--- config.mk ---
export PLATFORM = sky130hd
export DESIGN_NAME = runahead_issue_arbiter
export DESIGN_NICKNAME = d
export VERILOG_FILES = /design/src/rtl/runahead_pkg.sv /design/src/rtl/runahead_fetch_fifo.sv /design/src/rtl/runahead_issue_arbiter.sv
export SDC_FILE = /design/constraint.sdc
export NUM_CORES = 1
export LEC_CHECK = 0
export CAP_MARGIN = 30
export CORE_ASPECT_RATIO = 1.75
export CORE_MARGIN = 3
export CORE_UTILIZATION = 47
export CTS_CLUSTER_SIZE = 12
export DETAILED_ROUTE_END_ITERATION = 8
export MAX_ROUTING_LAYER = met4
export PLACE_DENSITY = 0.79
export REMOVE_ABC_BUFFERS = 1
export SKIP_CTS_REPAIR_TIMING = 1
export SLEW_MARGIN = 10
export SYNTH_ARGS = -nofsm -noshare
export SYNTH_HDL_FRONTEND = slang
export SYNTH_SLANG_ARGS = --single-unit
--- constraint.sdc ---
create_clock -name clk -period 2.6 [get_ports clk]
set_input_delay 0.26 -clock clk [delete_from_list [all_inputs] [get_ports clk]]
set_output_delay 0.26 -clock clk [all_outputs]
set_load 0.1 [all_outputs]
--- src/rtl/runahead_pkg.sv ---
// Shared definitions for the runahead issue arbiter.
//   DEFAULT_INSTR_WIDTH : default instruction width in bits
//   issue_src_e         : origin of an issued instruction (FETCHED / RUNAHEAD)
//   chan_width()        : width of a channel index, never less than 1
package runahead_pkg;

    localparam int unsigned DEFAULT_INSTR_WIDTH = 16;

    typedef enum logic {
        FETCHED  = 1'b0,
        RUNAHEAD = 1'b1
    } issue_src_e;

    function automatic int unsigned chan_width(input int unsigned n);
        return (n > 1) ? $clog2(n) : 1;
    endfunction

endpackage

--- src/rtl/runahead_fetch_fifo.sv ---
// Fetched-instruction FIFO with valid/ready on both sides.
//   clk, sync_rst       : clock, synchronous active-high reset
//   in_valid/in_ready/in_data    : push side; ready also while full if a pop happens
//   out_valid/out_ready/out_data : pop side; head is presented straight from storage
//   count               : current occupancy (0..DEPTH)
module runahead_fetch_fifo #(
    parameter int unsigned WIDTH = 16,
    parameter int unsigned DEPTH = 4
) (
    input  logic                     clk,
    input  logic                     sync_rst,
    input  logic                     in_valid,
    output logic                     in_ready,
    input  logic [WIDTH-1:0]         in_data,
    output logic                     out_valid,
    input  logic                     out_ready,
    output logic [WIDTH-1:0]         out_data,
    output logic [$clog2(DEPTH):0]   count
);

    localparam int unsigned AW = $clog2(DEPTH);
    localparam int unsigned CW = AW + 1;

    logic [WIDTH-1:0] mem [DEPTH];
    logic [AW-1:0]    wr_ptr;
    logic [AW-1:0]    rd_ptr;
    logic             push;
    logic             pop;

    // Pointers wrap naturally because DEPTH is a power of two.
    assign out_valid = (count != '0);
    assign out_data  = mem[rd_ptr];
    assign pop       = out_valid & out_ready;
    assign in_ready  = ~sync_rst & ((count != CW'(DEPTH)) | pop);
    assign push      = in_valid & in_ready;

    // Storage needs no reset; occupancy gates visibility.
    always_ff @(posedge clk) begin
        if (push) begin
            mem[wr_ptr] <= in_data;
        end
    end

    // Pointer and occupancy tracking.
    always_ff @(posedge clk) begin
        if (sync_rst) begin
            wr_ptr <= '0;
            rd_ptr <= '0;
            count  <= '0;
        end else begin
            if (push) begin
                wr_ptr <= wr_ptr + AW'(1);
            end
            if (pop) begin
                rd_ptr <= rd_ptr + AW'(1);
            end
            unique case ({push, pop})
                2'b10:   count <= count + CW'(1);
                2'b01:   count <= count - CW'(1);
                default: count <= count;
            endcase
        end
    end

endmodule

--- src/rtl/runahead_issue_arbiter.sv ---
// Issue arbiter between a fetched-instruction FIFO and runahead channels.
//   clk, sync_rst                    : clock, synchronous active-high reset
//   fetch_valid/fetch_ready/fetch_instr : fetched instructions into the FIFO
//   ra_valid/ra_ready/ra_instr       : runahead channels, channel i in slice i
//   out_valid/out_ready/out_instr    : single-stage registered issue port
//   out_is_runahead, out_channel     : source of the issued instruction
//   fetch_count                      : fetched FIFO occupancy
// Runahead work wins, round-robin across channels, but after MAX_RA_BURST
// consecutive runahead issues with fetched work waiting the FIFO head goes.
module runahead_issue_arbiter
    import runahead_pkg::*;
#(
    parameter int unsigned INSTR_WIDTH  = DEFAULT_INSTR_WIDTH,
    parameter int unsigned RA_CHANNELS  = 2,
    parameter int unsigned FETCH_DEPTH  = 4,
    parameter int unsigned MAX_RA_BURST = 4
) (
    input  logic                                 clk,
    input  logic                                 sync_rst,
    input  logic                                 fetch_valid,
    output logic                                 fetch_ready,
    input  logic [INSTR_WIDTH-1:0]               fetch_instr,
    input  logic [RA_CHANNELS-1:0]               ra_valid,
    output logic [RA_CHANNELS-1:0]               ra_ready,
    input  logic [RA_CHANNELS*INSTR_WIDTH-1:0]   ra_instr,
    output logic                                 out_valid,
    input  logic                                 out_ready,
    output logic [INSTR_WIDTH-1:0]               out_instr,
    output logic                                 out_is_runahead,
    output logic [chan_width(RA_CHANNELS)-1:0]   out_channel,
    output logic [$clog2(FETCH_DEPTH):0]         fetch_count
);

    localparam int unsigned CH_W    = chan_width(RA_CHANNELS);
    localparam int unsigned BURST_W = $clog2(MAX_RA_BURST + 1);

    logic                   head_valid;
    logic [INSTR_WIDTH-1:0] head_instr;
    logic                   load_en;
    logic                   force_fetch;
    logic                   grant_ra;
    logic                   grant_fetch;
    logic                   pick_found;
    logic [CH_W-1:0]        pick_idx;
    logic [CH_W-1:0]        rr_next;
    logic [INSTR_WIDTH-1:0] pick_instr;
    logic [CH_W-1:0]        rr_ptr;
    logic [BURST_W-1:0]     burst_cnt;
    issue_src_e             src_q;

    runahead_fetch_fifo #(
        .WIDTH (INSTR_WIDTH),
        .DEPTH (FETCH_DEPTH)
    ) u_fifo (
        .clk       (clk),
        .sync_rst  (sync_rst),
        .in_valid  (fetch_valid),
        .in_ready  (fetch_ready),
        .in_data   (fetch_instr),
        .out_valid (head_valid),
        .out_ready (grant_fetch),
        .out_data  (head_instr),
        .count     (fetch_count)
    );

    // Round-robin pick: first valid channel at or above rr_ptr, else lowest valid.
    always_comb begin
        pick_found = 1'b0;
        pick_idx   = '0;
        for (int unsigned c = 0; c < RA_CHANNELS; c++) begin
            if (!pick_found && ra_valid[c] && (CH_W'(c) >= rr_ptr)) begin
                pick_found = 1'b1;
                pick_idx   = CH_W'(c);
            end
        end
        for (int unsigned c = 0; c < RA_CHANNELS; c++) begin
            if (!pick_found && ra_valid[c]) begin
                pick_found = 1'b1;
                pick_idx   = CH_W'(c);
            end
        end
    end

    // Data mux for the picked runahead channel.
    always_comb begin
        pick_instr = '0;
        for (int unsigned c = 0; c < RA_CHANNELS; c++) begin
            if (CH_W'(c) == pick_idx) begin
                pick_instr = ra_instr[c*INSTR_WIDTH +: INSTR_WIDTH];
            end
        end
    end

    assign rr_next = (pick_idx == CH_W'(RA_CHANNELS - 1)) ? '0 : pick_idx + CH_W'(1);

    // Grants only when the output stage can accept a new instruction.
    assign load_en     = ~sync_rst & (~out_valid | out_ready);
    assign force_fetch = (burst_cnt == BURST_W'(MAX_RA_BURST)) & head_valid;
    assign grant_ra    = load_en & pick_found & ~force_fetch;
    assign grant_fetch = load_en & head_valid & ~grant_ra;

    always_comb begin
        ra_ready = '0;
        if (grant_ra) begin
            ra_ready[pick_idx] = 1'b1;
        end
    end

    assign out_is_runahead = (src_q == RUNAHEAD);

    // Output stage, round-robin pointer and burst counter.
    always_ff @(posedge clk) begin
        if (sync_rst) begin
            out_valid   <= 1'b0;
            out_instr   <= '0;
            out_channel <= '0;
            src_q       <= FETCHED;
            rr_ptr      <= '0;
            burst_cnt   <= '0;
        end else begin
            if (load_en) begin
                out_valid <= grant_ra | grant_fetch;
                if (grant_ra) begin
                    out_instr   <= pick_instr;
                    out_channel <= pick_idx;
                    src_q       <= RUNAHEAD;
                end else if (grant_fetch) begin
                    out_instr   <= head_instr;
                    out_channel <= '0;
                    src_q       <= FETCHED;
                end
            end
            if (grant_ra) begin
                rr_ptr <= rr_next;
            end
            // Burst only counts while fetched work is actually being held back.
            if (grant_fetch || !head_valid) begin
                burst_cnt <= '0;
            end else if (grant_ra && (burst_cnt != BURST_W'(MAX_RA_BURST))) begin
                burst_cnt <= burst_cnt + BURST_W'(1);
            end
        end
    end

endmodule

==> results.sh <==
export IMPL_p_per_area_nw_per_um2=704.3
export IMPL_ys_flop_type="edfxtp_1"
export IMPL_cp_num_buf_inv=3
export IMPL_yosysSeqAreaShare_pct=62.46
export IMPL_clock_skew_ps=4.328
export IMPL_drive_above_1_share_pct=24.07
export IMPL_crit_path_start_kind="flop"
export IMPL_clk_pin_slew_ps=60
export IMPL_cts_tree="yes"
export IMPL_dr_total_vias=2755
export IMPL_worstSkewPairLatency_ps=330
export IMPL_grt_pass1_wl_um=14360
export IMPL_slowest_delay_ps=380
export IMPL_ir_drop_uv=469.5
export IMPL_diodes=0
export IMPL_yosysMostFrequentCell="edfxtp_1"
export IMPL_first_iter_violations=171
export IMPL_port_buffers=78
export IMPL_rsz0062_at_grt="false"
export IMPL_muxShareOfSynthArea_pct=9.027
export IMPL_ant_nets=0
export IMPL_crit_slowest_cell="fa_1"
export IMPL_post_route_period_util_pct=93.99
export IMPL_nets=436
export IMPL_cp_required_ps=2870
export IMPL_critPathKind="reg -> reg"
export IMPL_die_area_um2=9930
export IMPL_reg2regPathDepth=12
export IMPL_ff2ff_setup_slack_ps=160
export IMPL_synth_edf_count=64
export IMPL_setup_viol=0
export IMPL_avgViaCountPerCell=5.588
export IMPL_r2r_end="u_fifo.count[2]"
export IMPL_clock_path_buffers=2
export IMPL_rows=44
export IMPL_synth_distinct_cells=51
export IMPL_drc=0
export IMPL_synth_area_um2=4103
export IMPL_start_util_pct=48.71
export IMPL_hold_path_class="reg -> reg"
export IMPL_io_pins=79
export IMPL_cp_depth=12
export IMPL_root_buffer="clkbuf_16"
export IMPL_timing_rr_start="burst_cnt[0]"
export IMPL_crit_path_max_fanout=3
export IMPL_drt_first_pass_iters=4
export IMPL_synthXorXnorAreaFrac_pct=0.6404
export IMPL_grt_max_degree=33
export IMPL_placed_cell_area_um2=5047
export IMPL_crit_family="adder cells"
export IMPL_clock_sinks=96
export IMPL_ys_seq_elements=96
export IMPL_maxSlewViolCount=0
export IMPL_maxCapViolations=0
export IMPL_min_from="u_fifo.rd_ptr[1]"
export IMPL_synthTopCellsByArea="edfxtp_1 (47%), dfxtp_1 (16%), mux4_2 (8.8%), nor2b_1 (2.6%), nor3_1 (2.2%)"
export IMPL_postLayoutCellArea_um2=5319
export IMPL_synthCells=283
export IMPL_worst_pin_slew_ps=743.9
export IMPL_wl_per_cell_um=17.83
export IMPL_place_gp_congestion=0.8302
export IMPL_antenna_found_initial=0
export IMPL_path_common_cell="inv_1"
export IMPL_wirelength_um=8790
export IMPL_grt_ovfl_total=0
export IMPL_die_height_um=129.6
export IMPL_finalHoldViolCount=0
export IMPL_synth_simple_area_share_pct=10.40
export IMPL_area_growth_pct=29.64
export IMPL_synth_top_family_by_area="compound AO/OA/AOI/OAI gates"
export IMPL_cp_arrival_ps=2720
export IMPL_syn_area_per_cell_um2=14.50
export IMPL_synth_common_cells="edfxtp_1 (64), dfxtp_1 (32), nor3_1 (18), nor2b_1 (17), mux4_2 (16)"
export IMPL_leakagePower_uw=0.001845
export IMPL_hpwl_um=6140
export IMPL_crit_chain="inv_1, ha_2, a2bb2oi_2, o211ai_1, and2_4, inv_1, ha_1, inv_1, fa_1, xor2_1, or3_1, a21oi_2"
export IMPL_yosys_area_top_type="edfxtp_1"
export IMPL_fin_crit_ps=2444
export IMPL_yosys_area_share_adder_pct=2.623
export IMPL_end_kind="flop"
export IMPL_ys_warn_count=0
export IMPL_htreeDepth=3
export IMPL_cts_inserted_buffers=9
export IMPL_fmaxAchievable_mhz=409.2
export IMPL_coreArea_um2=8423
export IMPL_relSlewSlack_pct=50.34
export IMPL_hold_depth=1
export IMPL_grt_pass1_vias=2841
export IMPL_die_w_um=76.63
export IMPL_status="finished clean"
export IMPL_netlist_area_leader_share_pct=46.84
export IMPL_track_usage_pct=19.20
export IMPL_fillers=631
export IMPL_synth_async_reset_ratio_pct=0
export IMPL_fin_util_pct=63.15
export IMPL_synth_compound_area_share_pct=11.47
-- layer usage --
metal | track usage (%) | up-vias | wire length (um)
met4 | 7.471 | 0 | 221
li1 | - | 1288 | -
met3 | 4.937 | 17 | 446
met5 | - | - | 0
met2 | 33.23 | 86 | 4639
met1 | 21.27 | 1364 | 3482
-- per-stage QoR --
step	std cells	power, uW	TNS (ps)	setup WS (ps)	hold slack (ps)
2_1_floorplan	265	2347	-3523	-644.2	329.1
3_3_place_gp	478	2610	0	46.10	445.2
3_5_place_dp	478	2625	-56.30	-56.30	482.7
4_1_cts	493	3771	-10.58	-10.58	500.1
5_1_grt	493	3885	0	9.055	515.5
6_report	493	3746	0	156.3	501.5
-- cells in the final DEF (no fill, tap or decap), types with 3 or more instances in the layout --
master           instances
dfxtp_1                 31
a21oi_1                  4
buf_4                   42
edfxtp_1                64
clkdlybuf4s50_1         53
and3_1                   5
o32ai_1                  5
a22oi_1                 12
o221ai_1                 6
buf_12                   3
nor2_1                  12
nand2_1                  4
nor2b_1                 17
o21ai_0                  3
inv_1                    8
o221ai_2                 5
nor3_1                  18
clkbuf_16                9
o21ai_1                 10
ha_1                     6
mux4_2                  16
-- cell families after synthesis --
logic type / Yosys count
multiplexers: 17
XOR/XNOR: 3
adder cells (fa/ha/maj): 8
buffers and inverters: 27
AO/OA/AOI/OAI: 59
AND/OR/NAND/NOR: 73
flip-flops: 96
-- sequential cells by signal, indices dropped and copies added, names as in the netlist, named ones only --
register / count
out_channel: 1
u_fifo.wr_ptr: 2
rr_ptr: 1
u_fifo.count: 3
u_fifo.mem: 64
out_is_runahead: 1
out_instr: 16
out_valid: 1
burst_cnt: 3
u_fifo.rd_ptr: 2
-- worst max-delay path by stage --
stage | from | to | slack [ps]
after floorplan | u_fifo.count[0] | ra_ready[0] | -640
after global placement | ra_valid[1] | u_fifo.count[2] | 50
after detailed placement | ra_valid[1] | u_fifo.count[2] | -60
after CTS | burst_cnt[0] | u_fifo.count[2] | -10
after global routing | burst_cnt[1] | u_fifo.count[2] | 9
final | burst_cnt[0] | u_fifo.count[2] | 160
-- where the power goes --
| part | leakage (uW) | internal, uW | switching (uW) |
|---|---|---|---|
| Combinational | 0.000875 | 269 | 573 |
| Sequential | 0.000847 | 1710 | 40.6 |
| Clock | 0.000123 | 637 | 514 |
-- layout make-up --
type | count | area (um^2) | share of cell area, %
Sequential cell | 96 | 2564 | 48.20
Multi-Input combinational cell | 160 | 1416 | 26.63
Timing Repair Buffer | 98 | 905.9 | 17.03
Clock buffer | 11 | 232.7 | 4.375
Tap cell | 115 | 143.9 | 2.705
Inverter | 9 | 33.78 | 0.6351
Clock inverter | 4 | 22.52 | 0.4234
(Power assumes the default switching activity.)
